## src/rtl/msrv32_fetch_ctrl.sv

```systemverilog
// Instruction-fetch controller: owns the fetch PC, runs the imem req/ack handshake,
// absorbs decode stalls with a one-entry skid buffer and kills fetches made stale by redirects.
module msrv32_fetch_ctrl #(
  parameter logic [31:0] BOOT_ADDRESS = 32'h0000_0000
) (
  input  logic        ms_riscv32_mp_clk_in,
  input  logic        ms_riscv32_mp_rst_in,
  input  logic        stall_in,
  input  logic        redirect_valid_in,
  input  logic [31:0] redirect_addr_in,
  input  logic        trap_taken_in,
  input  logic [31:0] trap_vector_in,
  output logic        imem_req_out,
  output logic [31:0] imem_addr_out,
  input  logic        imem_ack_in,
  input  logic [31:0] imem_rdata_in,
  output logic [31:0] instr_out,
  output logic [31:0] pc_out,
  output logic        instr_valid_out,
  output logic        misaligned_out
);

  localparam logic [31:0] NOP = 32'h0000_0013;

  typedef enum logic [1:0] {
    IDLE,
    REQ,
    BLOCK,
    MISALIGN
  } state_t;

  state_t      state_reg, state_next;
  logic [31:0] fetch_pc_reg, fetch_pc_next;
  logic        req_reg, req_next;
  logic [31:0] addr_reg, addr_next;
  logic [31:0] instr_reg, instr_next;
  logic [31:0] pc_reg, pc_next;
  logic        valid_reg, valid_next;
  logic        misaligned_reg, misaligned_next;
  logic        buf_valid_reg, buf_valid_next;
  logic [31:0] buf_instr_reg, buf_instr_next;
  logic [31:0] buf_pc_reg, buf_pc_next;
  logic        kill_reg, kill_next;

  logic        ack_fire;
  logic        consume;
  logic        take_redirect;
  logic        redirect_any;
  logic        mis_target;
  logic        go_block;
  logic [31:0] target;
  logic [31:0] pc_plus4;

  assign ack_fire = req_reg && imem_ack_in;
  assign consume  = valid_reg && !stall_in;
  assign pc_plus4 = fetch_pc_reg + 32'd4;

  // A misaligned redirect parks the fetch unit; only a trap can move it out again.
  assign take_redirect = redirect_valid_in && (state_reg != MISALIGN);
  assign redirect_any  = trap_taken_in || take_redirect;
  assign mis_target    = !trap_taken_in && take_redirect && (redirect_addr_in[1:0] != 2'b00);
  assign target        = trap_taken_in ? {trap_vector_in[31:2], 2'b00} : redirect_addr_in;

  always_ff @(posedge ms_riscv32_mp_clk_in or negedge ms_riscv32_mp_rst_in) begin
    if (!ms_riscv32_mp_rst_in) begin
      state_reg      <= IDLE;
      fetch_pc_reg   <= BOOT_ADDRESS;
      req_reg        <= 1'b0;
      addr_reg       <= BOOT_ADDRESS;
      instr_reg      <= NOP;
      pc_reg         <= BOOT_ADDRESS;
      valid_reg      <= 1'b0;
      misaligned_reg <= 1'b0;
      buf_valid_reg  <= 1'b0;
      buf_instr_reg  <= NOP;
      buf_pc_reg     <= BOOT_ADDRESS;
      kill_reg       <= 1'b0;
    end else begin
      state_reg      <= state_next;
      fetch_pc_reg   <= fetch_pc_next;
      req_reg        <= req_next;
      addr_reg       <= addr_next;
      instr_reg      <= instr_next;
      pc_reg         <= pc_next;
      valid_reg      <= valid_next;
      misaligned_reg <= misaligned_next;
      buf_valid_reg  <= buf_valid_next;
      buf_instr_reg  <= buf_instr_next;
      buf_pc_reg     <= buf_pc_next;
      kill_reg       <= kill_next;
    end
  end

  always_comb begin
    state_next      = state_reg;
    fetch_pc_next   = fetch_pc_reg;
    req_next        = req_reg;
    addr_next       = addr_reg;
    instr_next      = instr_reg;
    pc_next         = pc_reg;
    valid_next      = valid_reg;
    misaligned_next = 1'b0;
    buf_valid_next  = buf_valid_reg;
    buf_instr_next  = buf_instr_reg;
    buf_pc_next     = buf_pc_reg;
    kill_next       = kill_reg;
    go_block        = 1'b0;

    if (redirect_any) begin
      fetch_pc_next  = target;
      valid_next     = 1'b0;
      buf_valid_next = 1'b0;
      if (mis_target) begin
        misaligned_next = 1'b1;
        pc_next         = redirect_addr_in;
        state_next      = MISALIGN;
      end else begin
        state_next = REQ;
      end
      // The bus request must stay stable until its ack, so a pending one is left
      // running and its data thrown away; an ack arriving right now is simply ignored.
      if (req_reg && !imem_ack_in) begin
        kill_next = 1'b1;
      end else begin
        kill_next = 1'b0;
        req_next  = !mis_target;
        addr_next = target;
      end
    end else if (kill_reg) begin
      if (ack_fire) begin
        kill_next = 1'b0;
        req_next  = (state_reg == REQ);
        addr_next = fetch_pc_reg;
      end
    end else begin
      case (state_reg)
        IDLE: begin
          state_next = REQ;
          req_next   = 1'b1;
          addr_next  = fetch_pc_reg;
        end

        REQ: begin
          if (consume) begin
            valid_next = 1'b0;
          end
          if (ack_fire) begin
            fetch_pc_next = pc_plus4;
            if (!valid_reg || !stall_in) begin
              instr_next = imem_rdata_in;
              pc_next    = addr_reg;
              valid_next = 1'b1;
              go_block   = stall_in;
            end else begin
              buf_valid_next = 1'b1;
              buf_instr_next = imem_rdata_in;
              buf_pc_next    = addr_reg;
              go_block       = 1'b1;
            end
            if (go_block) begin
              state_next = BLOCK;
              req_next   = 1'b0;
            end else begin
              req_next  = 1'b1;
              addr_next = pc_plus4;
            end
          end else if (!req_reg) begin
            req_next  = 1'b1;
            addr_next = fetch_pc_reg;
          end
        end

        BLOCK: begin
          // Once the output frees up the buffered word moves forward, so fetching can resume.
          if (!valid_reg || !stall_in) begin
            if (buf_valid_reg) begin
              instr_next     = buf_instr_reg;
              pc_next        = buf_pc_reg;
              valid_next     = 1'b1;
              buf_valid_next = 1'b0;
            end else begin
              valid_next = 1'b0;
            end
            state_next = REQ;
            req_next   = 1'b1;
            addr_next  = fetch_pc_reg;
          end
        end

        MISALIGN: begin
          req_next   = 1'b0;
          valid_next = 1'b0;
        end

        default: begin
          state_next = IDLE;
          req_next   = 1'b0;
        end
      endcase
    end
  end

  assign imem_req_out    = req_reg;
  assign imem_addr_out   = addr_reg;
  assign instr_out       = instr_reg;
  assign pc_out          = pc_reg;
  assign instr_valid_out = valid_reg;
  assign misaligned_out  = misaligned_reg;

endmodule

```

## config.mk

```make
export PLATFORM = sky130hd
export DESIGN_NAME = msrv32_fetch_ctrl
export DESIGN_NICKNAME = d
export VERILOG_FILES = /design/src/rtl/msrv32_fetch_ctrl.sv
export SDC_FILE = /design/constraint.sdc
export NUM_CORES = 1
export LEC_CHECK = 0
export CORE_MARGIN = 2
export CORE_UTILIZATION = 56
export CTS_CLUSTER_SIZE = 40
export DETAILED_ROUTE_END_ITERATION = 8
export PLACE_DENSITY = 0.83
export SETUP_SLACK_MARGIN = 0.3
export SYNTH_ARGS = -nofsm -noshare
export SYNTH_HDL_FRONTEND = slang
export SYNTH_SLANG_ARGS = --single-unit
```

## constraint.sdc

```tcl
create_clock -name ms_riscv32_mp_clk_in -period 5.15 [get_ports ms_riscv32_mp_clk_in]
set_clock_uncertainty 0.2 [all_clocks]
set_input_delay 1.03 -clock ms_riscv32_mp_clk_in [delete_from_list [all_inputs] [get_ports ms_riscv32_mp_clk_in]]
set_output_delay 1.03 -clock ms_riscv32_mp_clk_in [all_outputs]
set_load 0.02 [all_outputs]
```

==> flow_summary_export.csv <==
group,metric,value,unit
timing,hold_viol,0,
pwr,p_leak,0.00523,µW
timing,slew_headroom,31.4,%
setup_path,critPathLaunch,"imem_ack_in",
yosys,ys_ff_latch,199,
clocking,holdBufCountCts,0,
flow_run,max_cap_violations,0,
placed_design,hpwl,15600,µm
pwr,power,6580,µW
pwr,pwr-share-clk,21.2,%
setup_path,cp_slowest_cell,"clkdlybuf4s50_1",
placed_design,portBuffers,198,
clocking,clock_latency,430,ps
yosys,synthFlopType,"dfrtp_1",
cells_and_area,diodes,0,
cells_and_area,drive_gt1_share,15.2,%
timing,finalCritPeriodShare,72.0,%
setup_path,cp.required,5260,ps
clocking,numCtsBuffers,17,
placed_design,gp_congestion,0.861,
clocking,cts_sinks,199,
cells_and_area,syn_to_final_growth,28.5,%
hold_path,worstHoldPathType,"reg2reg",
floorplanning,dieArea,18300,µm²
floorplanning,ios,201,
cells_and_area,nets,1172,
floorplanning,dieHeight,135,µm
hold_path,whs_path_depth,2,
clocking,cts_buffer_depth,2,
timing,rsz0062_at_grt,"false",
pwr,swShare,36.0,%
global_route,grt_pass1_wl,38500,µm
cells_and_area,n_fill_cell,1198,
yosys,synth_seq_area_share,51.8,%
detailed_routing,drt_drc_violations_left,0,
yosys,async_reset_ff_share,100,%
setup_path,arrival,3820,ps
detailed_routing,dr.first_iter.drc_count,634,
global_route,overflow,0,
clocking,root_buffer,"clkbuf_16",
clocking,cts_tree,"yes",
setup_path,crit_chain,"clkdlybuf4s50_1 > nand4b_4 > nor4_1 > and2_2 > buf_12 > mux2_2",
setup_path,r2r-end,"instr_out[25]",
global_route,antenna_found_initial,0,
timing,holdWs,282,ps
clocking,cts-htree-levels,4,
yosys,yosys_warnings,0,
pwr,p_int,4210,µW
timing,fin_setup_tns,0,ps
timing,slew_viol_final,0,
setup_path,cp.depth,6,
detailed_routing,final_antenna_net_count,0,
setup_path,start_kind,"primary input",
global_route,grt_max_degree,120,
timing,fmax,270,MHz
detailed_routing,drtPass1Iterations,5,
setup_path,r2r_cells,5,
floorplanning,core-area,16700,µm²
yosys,synth_area_leaders,"dfrtp_1, mux2_2, mux2i_1, o21ai_0, nand2_1",
cells_and_area,postLayoutCoreUtil,74.1,%
detailed_routing,wl,23700,µm
setup_path,critPathKind,"in2reg",
yosys,synth_common_cells,"dfrtp_1, nand2_1, mux2_2",
clocking,postCtsSetupRepairBufs,0,
setup_path,cp_top_family,"simple AND/OR/NAND/NOR gates",
floorplanning,start_util,57.7,%
setup_path,crit_end,"buf_pc_reg[25]",
floorplanning,fp.dieW,135,µm
yosys,synth_nets,1008,
pwr,power_density,532,nW/µm²
yosys,syn-cell-area,9630,µm²
yosys,postSynthAreaPerCell,10.6,µm²
clocking,clk_pin_slew,70,ps
timing,worst_pin_slew,1030,ps
yosys,synth_edf_count,0,
pwr,seq_power_share,38.1,%
status,status,"completed",
setup_path,slowest_delay,700,ps
setup_path,reg2reg_from,"state_reg[0]",
global_route,gr-usage-all-layers,26.7,%
setup_path,worst-path-buf-inv,2,
yosys,postSynthCellCount,905,
clocking,cts.repair.resized,0,
detailed_routing,drt-wirelength-per-cell,18.2,µm
pwr,p_switching,2370,µW
detailed_routing,vias,7620,
yosys,ys_types,56,
yosys,synth_top_area_share,50.2,%
global_route,grt_pass1_vias,7617,
setup_path,r2r_slack,1900,ps
timing,setup_viol,0,
floorplanning,rows,47,
setup_path,end_kind,"flip-flop",
pwr,combPwrFrac,40.7,%
detailed_routing,vias_per_cell,5.85,
yosys,synth_top_cell_by_area,"dfrtp_1",
pwr,ir_drop,0.328,mV
yosys,synth_most_common_cell,"dfrtp_1",
timing,fin_crit,3710,ps
setup_path,worstPathMaxFanout,46,
[stage by stage]
step                setup slack [ps]  std cells  instance area [µm²]
floorplan                       2190        905                 9630
global placement                1060       1270                11800
detailed placement              1010       1270                11800
CTS                             1460       1302                12400
global route                    1260       1302                12400
finish                          1440       1302                12400
[worst reg2reg max path: stages (launching register included)]
cell	delay [ps]
dfrtp_1	760
a21bo_2	540
nand2_2	350
a2111o_2	880
nand2_1	250
o21ai_0	110
[power groups by stage]
stage	logic (µW)	registers, µW	clock network (µW)
after floorplan	1080	2890	0
after global placement	2630	2500	0
after detailed placement	2680	2520	0
after CTS	2700	2500	1410
after global routing	2890	2580	1470
final	2680	2510	1400
[worst min-delay path by stage]
stage,from,end,slack [ps]
CTS,instr_out[5],instr_out[5],290
finish,instr_out[5],instr_out[5],280
detailed placement,instr_out[5],instr_out[5],270
global placement,instr_out[2],instr_out[2],260
floorplan,buf_instr_reg[10],buf_instr_reg[10],280
global route,instr_out[31],instr_out[31],300
[logic make-up (layout without fill, tap and decap cells)]
| logic type | count (synthesis) | in the layout | share of synthesized area [%] |
|---|---|---|---|
| mux | 169 | 169 | 18.9 |
| xor+xnor | 8 | 8 | 0.728 |
| simple gates | 256 | 256 | 12.7 |
| compound gates | 200 | 200 | 12.5 |
| buf+inv | 72 | 249 | 3.26 |
| flops | 199 | 199 | 51.8 |
| fa+ha+maj | 1 | 1 | 0.130 |
[placed cells by master, fill, tap and decap left out, types with 4 or more instances in the layout]
master           synthesis  layout
clkdlybuf4s50_1          0     196
dfrtp_1                193     193
nand2_1                124     123
mux2_2                 105     105
o21ai_0                101     101
mux2i_1                 64      64
nor2_1                  38      38
a31oi_1                 29      29
a21oi_1                 25      25
nor4_1                  19      19
clkbuf_16                0      17
and3_1                  16      16
o31a_1                  14      14
nand3_1                 13      13
nand4_1                 12      12
buf_4                    3       9
inv_1                    6       6
or3_1                    6       6
dfstp_2                  6       6
nor3_1                   5       5
clkbuf_8                 0       5
and4_1                   4       4
or4_1                    4       4
o211ai_1                 4       4
xnor2_1                  4       4
xor2_1                   4       4
clkbuf_1                35       4
[final cells by class]
cell class	count	area (µm²)	share of cell area (%)
Clock buffer	25	495	4.00
Clock inverter	7	119	0.961
Inverter	7	26.3	0.212
Multi-Input combinational cell	634	4360	35.3
Sequential cell	199	4990	40.3
Tap cell	220	275	2.22
Timing Repair Buffer	210	2110	17.0
[routing by layer]
layer	share of wire [%]	wire (µm)	GRT usage (%)
met5	0	0	0
met4	1.5	359	7.75
met3	7.2	1710	7.00
met2	47	11100	43.5
met1	44	10500	35.7
Note: power is estimated with default switching activity, not from simulation.
